<file path="src/rtl/seg7_scan_decoder.sv">
// seg7_scan_decoder: recovers hex digits from a scanned,
// active-low 4-digit 7-segment display and reports whole frames.
module seg7_scan_decoder #(
  parameter int unsigned STABLE_CYCLES = 4,
  parameter int unsigned CNT_W         = 8
) (
  input  logic        clk,
  input  logic        rst_n,
  input  logic [6:0]  seg_n,
  input  logic [3:0]  an_n,
  output logic [15:0] value,
  output logic [3:0]  digit_err,
  output logic        frame_valid
);

  localparam logic [CNT_W-1:0] STABLE = CNT_W'(STABLE_CYCLES);

  logic [10:0]      sync1_q, sync2_q, prev_q;
  logic [CNT_W-1:0] cnt_q, cnt_d;
  logic             cap_q, cap_d;
  logic [3:0]       seen_q, seen_d;
  logic [15:0]      dig_q, dig_d;
  logic [3:0]       err_q, err_d;
  logic [15:0]      value_q;
  logic [3:0]       derr_q;
  logic             fv_q;

  logic [3:0] s_an;
  logic [6:0] s_pat;
  logic       valid;
  logic       capture;
  logic       frame_done;
  logic [1:0] idx;
  logic [4:0] dec;

  assign s_an  = sync2_q[10:7];
  assign s_pat = ~sync2_q[6:0];
  assign valid = $onehot(~s_an);
  assign frame_done = (seen_q == 4'hF);

  // gfedcba pattern to {bad, nibble}
  function automatic logic [4:0] decode(input logic [6:0] p);
    case (p)
      7'h3F:   decode = 5'h00;
      7'h06:   decode = 5'h01;
      7'h5B:   decode = 5'h02;
      7'h4F:   decode = 5'h03;
      7'h66:   decode = 5'h04;
      7'h6D:   decode = 5'h05;
      7'h7D:   decode = 5'h06;
      7'h07:   decode = 5'h07;
      7'h7F:   decode = 5'h08;
      7'h6F:   decode = 5'h09;
      7'h77:   decode = 5'h0A;
      7'h7C:   decode = 5'h0B;
      7'h39:   decode = 5'h0C;
      7'h5E:   decode = 5'h0D;
      7'h79:   decode = 5'h0E;
      7'h71:   decode = 5'h0F;
      default: decode = 5'h10;
    endcase
  endfunction

  assign dec = decode(s_pat);

  // index of the (single) low anode
  always_comb begin
    idx = 2'd0;
    for (int i = 0; i < 4; i++) begin
      if (!s_an[i]) idx = 2'(i);
    end
  end

  // stability tracking and one-shot capture per stable pattern
  always_comb begin
    cnt_d   = cnt_q;
    cap_d   = cap_q;
    capture = 1'b0;
    if (!valid) begin
      cnt_d = '0;
      cap_d = 1'b0;
    end else if (sync2_q == prev_q) begin
      if (cnt_q < STABLE) cnt_d = cnt_q + CNT_W'(1);
    end else begin
      cnt_d = CNT_W'(1);
      cap_d = 1'b0;
    end
    if (valid && cnt_d == STABLE && !cap_d) begin
      capture = 1'b1;
      cap_d   = 1'b1;
    end
  end

  // digit store; a full mask clears before a same-cycle capture lands
  always_comb begin
    seen_d = frame_done ? 4'h0 : seen_q;
    dig_d  = dig_q;
    err_d  = err_q;
    if (capture) begin
      seen_d[idx] = 1'b1;
      err_d[idx]  = dec[4];
      dig_d[{idx, 2'b00} +: 4] = dec[4] ? 4'h0 : dec[3:0];
    end
  end

  // state and output registers
  always_ff @(posedge clk or negedge rst_n) begin
    if (!rst_n) begin
      sync1_q <= '1;
      sync2_q <= '1;
      prev_q  <= '1;
      cnt_q   <= '0;
      cap_q   <= 1'b0;
      seen_q  <= 4'h0;
      dig_q   <= 16'h0;
      err_q   <= 4'h0;
      value_q <= 16'h0;
      derr_q  <= 4'h0;
      fv_q    <= 1'b0;
    end else begin
      sync1_q <= {an_n, seg_n};
      sync2_q <= sync1_q;
      prev_q  <= sync2_q;
      cnt_q   <= cnt_d;
      cap_q   <= cap_d;
      seen_q  <= seen_d;
      dig_q   <= dig_d;
      err_q   <= err_d;
      fv_q    <= frame_done;
      if (frame_done) begin
        value_q <= dig_q;
        derr_q  <= err_q;
      end
    end
  end

  assign value       = value_q;
  assign digit_err   = derr_q;
  assign frame_valid = fv_q;

endmodule

</file>
<file path="config.mk">
export PLATFORM = sky130hd
export DESIGN_NAME = seg7_scan_decoder
export DESIGN_NICKNAME = d
export VERILOG_FILES = /design/src/rtl/seg7_scan_decoder.sv
export SDC_FILE = /design/constraint.sdc
export NUM_CORES = 1
export LEC_CHECK = 0
export ABC_AREA = 1
export CAP_MARGIN = 20
export CELL_PAD_IN_SITES_DETAIL_PLACEMENT = 0
export CELL_PAD_IN_SITES_GLOBAL_PLACEMENT = 1
export CORE_ASPECT_RATIO = 0.5
export CORE_UTILIZATION = 44
export CTS_BUF_LIST = sky130_fd_sc_hd__clkbuf_8 sky130_fd_sc_hd__clkbuf_16
export CTS_CLUSTER_DIAMETER = 150
export DETAILED_ROUTE_END_ITERATION = 8
export PLACE_DENSITY_LB_ADDON = 0.1
export RECOVER_POWER = 100
export SYNTH_ARGS = -nofsm -noshare
export SYNTH_HDL_FRONTEND = slang
export SYNTH_SLANG_ARGS = --single-unit
</file>
<file path="constraint.sdc">
create_clock -name clk -period 6.4 [get_ports clk]
set_input_delay 0.96 -clock clk [delete_from_list [all_inputs] [get_ports clk]]
set_output_delay 0.96 -clock clk [all_outputs]
set_load 0.05 [all_outputs]
</file>
==> results of run 1 <==
[per-layer routing]
metal / up-vias / routed length (µm) / global-route usage, % / share of wire (%)
met5: - / 0 / 0 / 0
met3: 8 / 255 / 5.111 / 3.7
met2: 53 / 3026 / 28.95 / 44
met1: 1287 / 3523 / 22.72 / 51
li1: 1424 / - / - / -
met4: 0 / 68 / 7.386 / 0.99
[worst register-to-register path, cell delays in order, from the launching register on]
cell and delay (ns):
dfstp_1 0.61, fa_1 0.44, inv_1 0.06, ha_1 0.13, ha_1 0.22, nor3_1 0.29
inv_1 0.07, nor2_1 0.30, nand4_4 0.12, nor2_1 1.12, nand2_1 0.28, nand2_1 0.15
nand2_1 0.06
[sequential cells by signal, indices dropped and copies added, names as in the netlist]
signal	cells
seen_q	4
sync1_q	11
prev_q	11
value	16
cnt_q	8
dig_q	16
err_q	4
sync2_q	11
frame_valid	1
digit_err	4
cap_q	1
[worst paths after layout]
check / slack [ns] / endpoint / from / depth (start not counted)
max reg2reg: 2.42 / dig_q[15] / sync2_q[10] / 12
max in group asynchronous: 4.48 / prev_q[6] / rst_n / 2
max: 2.42 / dig_q[15] / sync2_q[10] / 12
min reg2reg: 0.36 / sync2_q[10] / sync1_q[10] / 0
min in group asynchronous: 0.93 / seen_q[0] / rst_n / 1
min: 0.36 / sync2_q[10] / sync1_q[10] / 0
[cell usage in the layout (no fill, tap or decap), types with 2 or more instances in the layout]
master,count
inv_8,2
nor2_2,2
nor3_1,9
dlygate4sd3_1,32
nand2_1,169
inv_6,2
nand2_2,2
nand3_1,25
inv_2,4
dfstp_2,22
xnor2_1,4
inv_4,2
dfrtp_1,54
dfstp_1,11
inv_1,50
clkbuf_16,9
nor2_1,42
nand4_1,8
o21ai_0,8
clkinv_1,2
nand3_2,2
ha_1,10
o21ai_1,2
clkbuf_1,2
[logic make-up (layout without fill, tap and decap cells)]
logic type / count (synthesis) / after routing / share of synthesized area (%)
adders and majority gates: 11 / 11 / 3.803
xor gates and xnor gates: 5 / 5 / 1.147
buffers and inverters: 63 / 107 / 6.623
and+or+nand+nor: 260 / 260 / 28.66
AOI/OAI and AO/OA: 12 / 12 / 1.639
DFF: 87 / 87 / 58.13
[metrics by stage]
step                util, %   power, W  hold slack [ns]
detailed placement    51.81  0.0006555           0.3468
global route          55.36   0.001195           0.3688
floorplan                 -  0.0006266           0.3452
finish                55.36   0.001140           0.3606
CTS                   55.30   0.001161           0.3567
global placement      51.81  0.0006528           0.3467
[synth_stat cells (all sizes together)]
cell type / instances
nand3: 27
fa: 1
nand4: 9
nand2: 171
nor2: 44
buf: 3
xnor2: 4
clkinv: 2
dfrtp: 54
inv: 54
o21ai: 10
clkbuf: 4
a21oi: 1
dfstp: 33
nor3: 9
o21bai: 1
xor2: 1
ha: 10
[power breakdown]
group | total (W) | switching (W) | leakage [nW] | internal [W]
combinational | 0.0000647 | 0.0000428 | 1.19 | 0.0000219
clock | 0.000497 | 0.000224 | 0.145 | 0.000272
sequential | 0.000579 | 0.00000980 | 1.09 | 0.000569
[layout make-up]
type                            count  share of cell area (%)
Clock buffer                        9                   4.960
Clock inverter                      7                   1.350
Inverter                           56                   4.629
Multi-Input combinational cell    288                   29.29
Sequential cell                    87                   48.86
Tap cell                          112                   3.086
Timing Repair Buffer               35                   7.826
==> flow_metrics.env, run 1 <==
export IMPL_slowest_stage="nor2_1"
export IMPL_yosysTopAreaCellShare_pct=35.41
export IMPL_critPathArrivalTime_ns=4.20
export IMPL_ant_nets=0
export IMPL_drv_slew=0
export IMPL_die_width_um=133.7
export IMPL_cts_max_level=3
export IMPL_register_area_um2=2218
export IMPL_pre_cts_ws_ns=3.374
export IMPL_min_period_ns=3.978
export IMPL_fin_skew_ns=0.004488
export IMPL_firstDrtPassIters=4
export IMPL_failed_checks="max-capacitance violations"
export IMPL_worstSetupEndpointType="flop"
export IMPL_yosysTopAreaCell="dfrtp_1"
export IMPL_n_antenna_cell=0
export IMPL_ctsHoldBuffers=0
export IMPL_via_per_inst=4.667
export IMPL_maxCapViolations=1
export IMPL_final_nets=501
export IMPL_leakage_nw=2.434
export IMPL_core_um2=8202
export IMPL_cp_top_family="simple AND/OR/NAND/NOR gates"
export IMPL_grt_remaining_overflow=0
export IMPL_drt_iter0_drc=147
export IMPL_drc_errors=0
export IMPL_globalplace_congestion=0.8718
export IMPL_worst_setup_path_start_kind="flop"
export IMPL_insertion_delay_ns=0.34
export IMPL_syn_num_nets=462
export IMPL_cp_max_fo=25
export IMPL_cts_resized=0
export IMPL_grt_pass1_wl_um=12280
export IMPL_antenna_found_initial=0
export IMPL_cts_tree="yes"
export IMPL_syn2layout_area_growth_pct=18.98
export IMPL_start_util_pct=46.53
export IMPL_finalCritPeriodShare_pct=62.16
export IMPL_hp_class="flop to flop"
export IMPL_drive_above_1_share_pct=10.37
export IMPL_portBuffers=33
export IMPL_instances_no_fill=594
export IMPL_grt_pass1_vias=2749
export IMPL_worst_pin_slew_ns=1.480
export IMPL_synth_area_um2=3816
export IMPL_postSynthAreaPerCell_um2=8.713
export IMPL_cp_required_ns=6.62
export IMPL_grtUsageTotal_pct=17.78
export IMPL_fin_tns_setup_ns=0
export IMPL_rows=23
export IMPL_yosys_top_cells_area="dfrtp_1 (35%), dfstp_2 (23%), nand2_1 (17%)"
export IMPL_cp_num_buf_inv=2
export IMPL_synth_distinct_cells=26
export IMPL_wl_um=6874
export IMPL_syn_inst=438
export IMPL_fin_area_um2=4541
export IMPL_wl_per_cell_um=11.57
export IMPL_finalSetupViolCount=0
export IMPL_cts_root_buf="clkbuf_16"
export IMPL_numClockSinks=87
export IMPL_cts_buffers=9
export IMPL_final_setup_worst_slack_ns=2.422
export IMPL_hold_viol=0
export IMPL_grt_max_degree=88
export IMPL_p_per_area_nw_per_um2=251.0
export IMPL_vdd_ir_drop_max_mv=0.1444
export IMPL_die_area_um2=9072
export IMPL_yosysWarnings=0
export IMPL_worstPathCellList="fa_1 -> inv_1 -> ha_1 -> ha_1 -> nor3_1 -> inv_1 -> nor2_1 -> nand4_4 -> nor2_1 -> nand2_1 -> nand2_1 -> nand2_1"
export IMPL_multi_input_area_um2=1330
export IMPL_ctsLongestPathBuffers=2
export IMPL_num_fill_cells=764
export IMPL_dp_hpwl_um=4938
export IMPL_ys_ff_latch=87
export IMPL_cts_setup_buffers=0
export IMPL_die_h_um=67.85
export IMPL_fmaxAchievable_mhz=251.4
export IMPL_maxSlewHeadroom_pct=0.9571
export IMPL_outcome="complete, but fails checks"
export IMPL_worst_setup_path_type="flop to flop"
export IMPL_vias=2772
export IMPL_io_pins=34
export IMPL_dp_cells=577
export IMPL_placed_area_um2=4249
export IMPL_rsz0062_at_grt="no"
export IMPL_ys_seq_area_share_pct=58.13
export IMPL_cts_clk_slew_worst_paths_ns=0.06
export IMPL_cpPeakStageDelay_ns=1.12
export IMPL_crit_path_frequent_cell="nand2_1"
Power figures use the tool's default switching activity.
==> run 2: changes to the inputs <==
--- a/config.mk
+++ b/config.mk
@@ -10,7 +10,7 @@
 export CELL_PAD_IN_SITES_DETAIL_PLACEMENT = 0
 export CELL_PAD_IN_SITES_GLOBAL_PLACEMENT = 1
 export CORE_ASPECT_RATIO = 0.5
-export CORE_UTILIZATION = 44
+export CORE_UTILIZATION = 43
 export CTS_BUF_LIST = sky130_fd_sc_hd__clkbuf_8 sky130_fd_sc_hd__clkbuf_16
 export CTS_CLUSTER_DIAMETER = 150
 export DETAILED_ROUTE_END_ITERATION = 8
==> constraint.sdc (replaced) <==
create_clock -name clk -period 3.7 [get_ports clk]
set_input_delay 0.555 -clock clk [delete_from_list [all_inputs] [get_ports clk]]
set_output_delay 0.555 -clock clk [all_outputs]
set_load 0.05 [all_outputs]
==> flow_metrics.env, run 2 (synthesis results as in run 1) <==
export IMPL_ctsHoldBuffers=0
export IMPL_grt_remaining_overflow=0
export IMPL_maxSlewHeadroom_pct=-8.986
export IMPL_grtUsageTotal_pct=17.25
export IMPL_final_nets=502
export IMPL_leakage_nw=2.432
export IMPL_via_per_inst=4.582
export IMPL_placed_area_um2=4257
export IMPL_insertion_delay_ns=0.33
export IMPL_met3_usage_pct=5.482
export IMPL_grt_pass1_vias=2613
export IMPL_cts_buffers=9
export IMPL_outcome="complete, but fails checks"
export IMPL_min_period_ns=3.139
export IMPL_hold_viol=0
export IMPL_n_antenna_cell=0
export IMPL_cts_root_buf="clkbuf_16"
export IMPL_p_per_area_nw_per_um2=441.7
export IMPL_firstDrtPassIters=4
export IMPL_cp_max_fo=25
export IMPL_drv_slew=72
export IMPL_cp_required_ns=3.92
export IMPL_grt_pass1_wl_um=12160
export IMPL_vdd_ir_drop_max_mv=0.3427
export IMPL_vias=2726
export IMPL_rsz0062_at_grt="no"
export IMPL_hp_class="input port to async pin"
export IMPL_maxCapViolations=1
export IMPL_die_area_um2=9278
export IMPL_drive_above_1_share_pct=10.35
export IMPL_die_h_um=68.62
export IMPL_layout_common_cells="nand2_1 (171), dfrtp_1 (54), inv_1 (50)"
export IMPL_io_pins=34
export IMPL_finalCritPeriodShare_pct=84.84
export IMPL_grt_busiest_layer="met2"
export IMPL_power_w=0.002007
export IMPL_antenna_found_initial=0
export IMPL_worstSetupEndpointType="flop"
export IMPL_globalplace_congestion=0.8933
export IMPL_fmaxAchievable_mhz=318.6
export IMPL_ctsLongestPathBuffers=2
export IMPL_finalSetupViolCount=0
export IMPL_met1_usage_pct=22.59
export IMPL_drc_errors=0
export IMPL_critPathArrivalTime_ns=3.36
export IMPL_rows=23
export IMPL_cts_resized=0
export IMPL_cts_clk_slew_worst_paths_ns=0.06
export IMPL_cts_tree="yes"
export IMPL_start_util_pct=46.04
export IMPL_core_um2=8288
export IMPL_cts_max_level=3
export IMPL_dp_hpwl_um=4923
export IMPL_fin_tns_setup_ns=0
export IMPL_wl_per_cell_um=11.31
export IMPL_portBuffers=33
export IMPL_numClockSinks=87
export IMPL_drt_iter0_drc=97
export IMPL_die_width_um=135.2
export IMPL_grt_max_degree=88
export IMPL_failed_checks="max-capacitance violations, max-slew violations"
export IMPL_worst_pin_slew_ns=1.635
export IMPL_fin_skew_ns=0.007122
export IMPL_use_met2_pct=28.21
export IMPL_syn2layout_area_growth_pct=19.08
export IMPL_wl_um=6732
export IMPL_cts_setup_buffers=0
export IMPL_worst_setup_path_type="flop to flop"
export IMPL_final_common_cell="nand2_1"
export IMPL_fin_area_um2=4544
export IMPL_worst_setup_path_start_kind="flop"
export IMPL_ant_nets=0
==> run 2: layout make-up <==
| type | instances | area, µm² |
|---|---|---|
| clock inverters | 5 | 35.03 |
| flip-flops and latches | 87 | 2218 |
| clock buffers | 11 | 275.3 |
| fillers | 759 | 3744 |
| multi-input cells | 288 | 1325 |
| well taps | 112 | 140.1 |
| repair buffers | 36 | 340.3 |
| inverters | 56 | 210.2 |
==> run 2: report_power, final <==
| group | internal (W) | switching (W) | total, W |
|---|---|---|---|
| logic | 0.0000359 | 0.0000723 | 0.000108 |
| registers | 0.000984 | 0.0000175 | 0.00100 |
| clock network | 0.000539 | 0.000359 | 0.000897 |
==> run 2: final timing paths <==
path / from / to / slack (ns) / cells after the start
max: sync2_q[8] / dig_q[9] / 0.56 / 12
min: rst_n / seen_q[0] / 0.31 / 1
max reg2reg: sync2_q[8] / dig_q[9] / 0.56 / 12
min reg2reg: sync1_q[0] / sync2_q[0] / 0.36 / 0
max in group asynchronous: rst_n / cnt_q[7] / 1.31 / 2
min in group clk: sync1_q[0] / sync2_q[0] / 0.36 / 0
==> run 2: metrics by stage <==
| step | instances | hold slack [ns] | utilization, % | setup WS, ns |
|---|---|---|---|---|
| 2_1_floorplan | 438 | 0.2594 | - | 1.150 |
| 3_3_place_gp | 578 | 0.3459 | 51.36 | 0.7726 |
| 3_5_place_dp | 578 | 0.3472 | 51.36 | 0.6184 |
| 4_1_cts | 594 | 0.3515 | 55.10 | 0.6284 |
| 5_1_grt | 595 | 0.3537 | 54.83 | 0.2902 |
| 6_report | 595 | 0.3064 | 54.83 | 0.5611 |
==> run 2: routing by layer <==
| layer | up-vias | wire, µm |
|---|---|---|
| li1 | 1418 | - |
| met1 | 1265 | 3543 |
| met2 | 37 | 2894 |
| met3 | 6 | 233 |
| met4 | 0 | 62 |
| met5 | - | 0 |
==> run 2: worst max-delay path, cell delays in order (launching register included) <==
cell,delay [ns]
dfstp_1,0.62
fa_1,0.44
inv_1,0.06
ha_1,0.13
ha_1,0.22
nor3_1,0.29
inv_1,0.12
nor2_4,0.15
nand4_1,0.16
nor2_4,0.45
nand2_1,0.21
nand2_1,0.11
nand2_1,0.06
==> run 3: changes to the inputs <==
--- a/config.mk
+++ b/config.mk
@@ -10,7 +10,7 @@
 export CELL_PAD_IN_SITES_DETAIL_PLACEMENT = 0
 export CELL_PAD_IN_SITES_GLOBAL_PLACEMENT = 1
 export CORE_ASPECT_RATIO = 0.5
-export CORE_UTILIZATION = 43
+export CORE_UTILIZATION = 39
 export CTS_BUF_LIST = sky130_fd_sc_hd__clkbuf_8 sky130_fd_sc_hd__clkbuf_16
 export CTS_CLUSTER_DIAMETER = 150
 export DETAILED_ROUTE_END_ITERATION = 8
==> constraint.sdc (replaced) <==
create_clock -name clk -period 2.6 [get_ports clk]
set_input_delay 0.39 -clock clk [delete_from_list [all_inputs] [get_ports clk]]
set_output_delay 0.39 -clock clk [all_outputs]
set_load 0.05 [all_outputs]
==> flow_metrics.env, run 3 (synthesis results as in run 1) <==
export IMPL_leakage_nw=2.505
export IMPL_syn2layout_area_growth_pct=26.33
export IMPL_cts_buffers=9
export IMPL_multi_input_area_um2=1423
export IMPL_drv_slew=41
export IMPL_maxSlewHeadroom_pct=-49.58
export IMPL_insertion_delay_ns=0.34
export IMPL_fin_skew_ns=0.009222
export IMPL_core_um2=9478
export IMPL_vdd_ir_drop_max_mv=0.4831
export IMPL_antenna_found_initial=0
export IMPL_worstSetupEndpointType="flop"
export IMPL_cp_required_ns=2.83
export IMPL_register_area_um2=2218
export IMPL_instances_no_fill=628
export IMPL_final_setup_worst_slack_ns=0.06797
export IMPL_wl_per_cell_um=11.56
export IMPL_die_h_um=71.95
export IMPL_worst_setup_path_type="flop to flop"
export IMPL_rsz0062_at_grt="yes"
export IMPL_io_pins=34
export IMPL_cts_clk_slew_worst_paths_ns=0.06
export IMPL_ant_nets=0
export IMPL_p_per_area_nw_per_um2=619.0
export IMPL_ctsHoldBuffers=0
export IMPL_maxCapViolations=1
export IMPL_worstPathCellList="fa_1 -> inv_1 -> ha_2 -> ha_4 -> nor3_4 -> inv_2 -> nor2_4 -> nand4_4 -> nor2_4 -> clkbuf_16 -> nand2_4 -> nand2_1 -> nand2_1"
export IMPL_slowest_stage="dfstp_2"
export IMPL_drt_iter0_drc=88
export IMPL_final_nets=512
export IMPL_failed_checks="max-capacitance violations, max-slew violations"
export IMPL_via_per_inst=4.342
export IMPL_firstDrtPassIters=4
export IMPL_wl_um=7261
export IMPL_cpPeakStageDelay_ns=0.54
export IMPL_worst_pin_slew_ns=2.244
export IMPL_globalplace_congestion=0.8228
export IMPL_n_antenna_cell=0
export IMPL_grt_remaining_overflow=0
export IMPL_start_util_pct=40.26
export IMPL_hold_viol=0
export IMPL_dp_hpwl_um=5008
export IMPL_final_common_cell="nand2_1"
export IMPL_grtUsageTotal_pct=16.18
export IMPL_critPathArrivalTime_ns=2.76
export IMPL_grt_pass1_wl_um=12390
export IMPL_cts_root_buf="clkbuf_16"
export IMPL_rows=25
export IMPL_cp_top_family="adder cells"
export IMPL_grt_max_degree=48
export IMPL_worst_setup_path_start_kind="flop"
export IMPL_outcome="complete, but fails checks"
export IMPL_fmaxAchievable_mhz=394.9
export IMPL_portBuffers=33
export IMPL_cp_num_buf_inv=3
export IMPL_fin_tns_setup_ns=0
export IMPL_drive_above_1_share_pct=16.23
export IMPL_numClockSinks=87
export IMPL_cts_tree="yes"
export IMPL_hp_class="flop to flop"
export IMPL_pre_cts_ws_ns=-0.08846
export IMPL_finalCritPeriodShare_pct=97.39
export IMPL_layout_common_cells="nand2_1 (160), dfrtp_1 (54), inv_1 (50)"
export IMPL_die_area_um2=10210
export IMPL_num_fill_cells=928
export IMPL_cp_max_fo=6
export IMPL_die_width_um=141.9
export IMPL_ctsLongestPathBuffers=2
export IMPL_vias=2727
export IMPL_dp_cells=609
export IMPL_drc_errors=0
export IMPL_cts_max_level=3
export IMPL_grt_pass1_vias=2549
export IMPL_finalSetupViolCount=0
export IMPL_min_period_ns=2.532
==> run 3: final cells by class <==
type	instances	share of cell area [%]
clock buffers	12	5.762
clock inverters	4	1.064
inverters	56	4.360
multi-input cells	288	29.51
flip-flops and latches	87	46.02
well taps	135	3.504
repair buffers	46	9.785
==> run 3: stage by stage <==
| step | hold slack, ns | utilization, % | power [W] | instance area (µm²) |
|---|---|---|---|---|
| after floorplan | 0.09441 | - | 0.001542 | 3816 |
| after global routing | 0.3522 | 50.86 | 0.003126 | 4821 |
| after detailed placement | 0.3468 | 46.11 | 0.001629 | 4370 |
| final | 0.3516 | 50.86 | 0.002984 | 4821 |
| after global placement | 0.3461 | 46.11 | 0.001625 | 4370 |
| after CTS | 0.04225 | 50.09 | 0.003040 | 4747 |
==> run 3: worst paths after layout <==
kind                            start    endpoint  slack [ns]  cells past startpoint
min in group asynchronous       rst_n    dig_q[3]        0.72                      1
max in group asynchronous       rst_n   value[12]        0.61                      1
max                        sync2_q[8]    err_q[1]        0.07                     13
min                        sync1_q[4]  sync2_q[4]        0.35                      0
min reg2reg                sync1_q[4]  sync2_q[4]        0.35                      0
max reg2reg                sync2_q[8]    err_q[1]        0.07                     13
==> run 3: report_power, final <==
group / internal (W) / total, W / leakage [nW] / switching (W)
registers: 0.00140 / 0.00142 / 1.10 / 0.0000218
clock network: 0.000855 / 0.00137 / 0.165 / 0.000518
logic: 0.0000681 / 0.000188 / 1.24 / 0.000120
total: 0.00232 / 0.00298 / 2.50 / 0.000660
==> run 3: repair_timing <==
item                       CTS  global route
setup endpoints to repair   21            20
pin swaps                    3             6
gates resized for setup      2            21
gates cloned                 1             1
setup buffers                2             0
==> run 3: per-layer routing <==
layer  up-vias  GRT usage [%]  part of all wire (%)
li1       1443              -                     -
met1      1239          23.74                    56
met2        36          21.95                    40
met3         9          6.007                   3.2
met4         0          5.018                  0.99
met5         -              0                     0
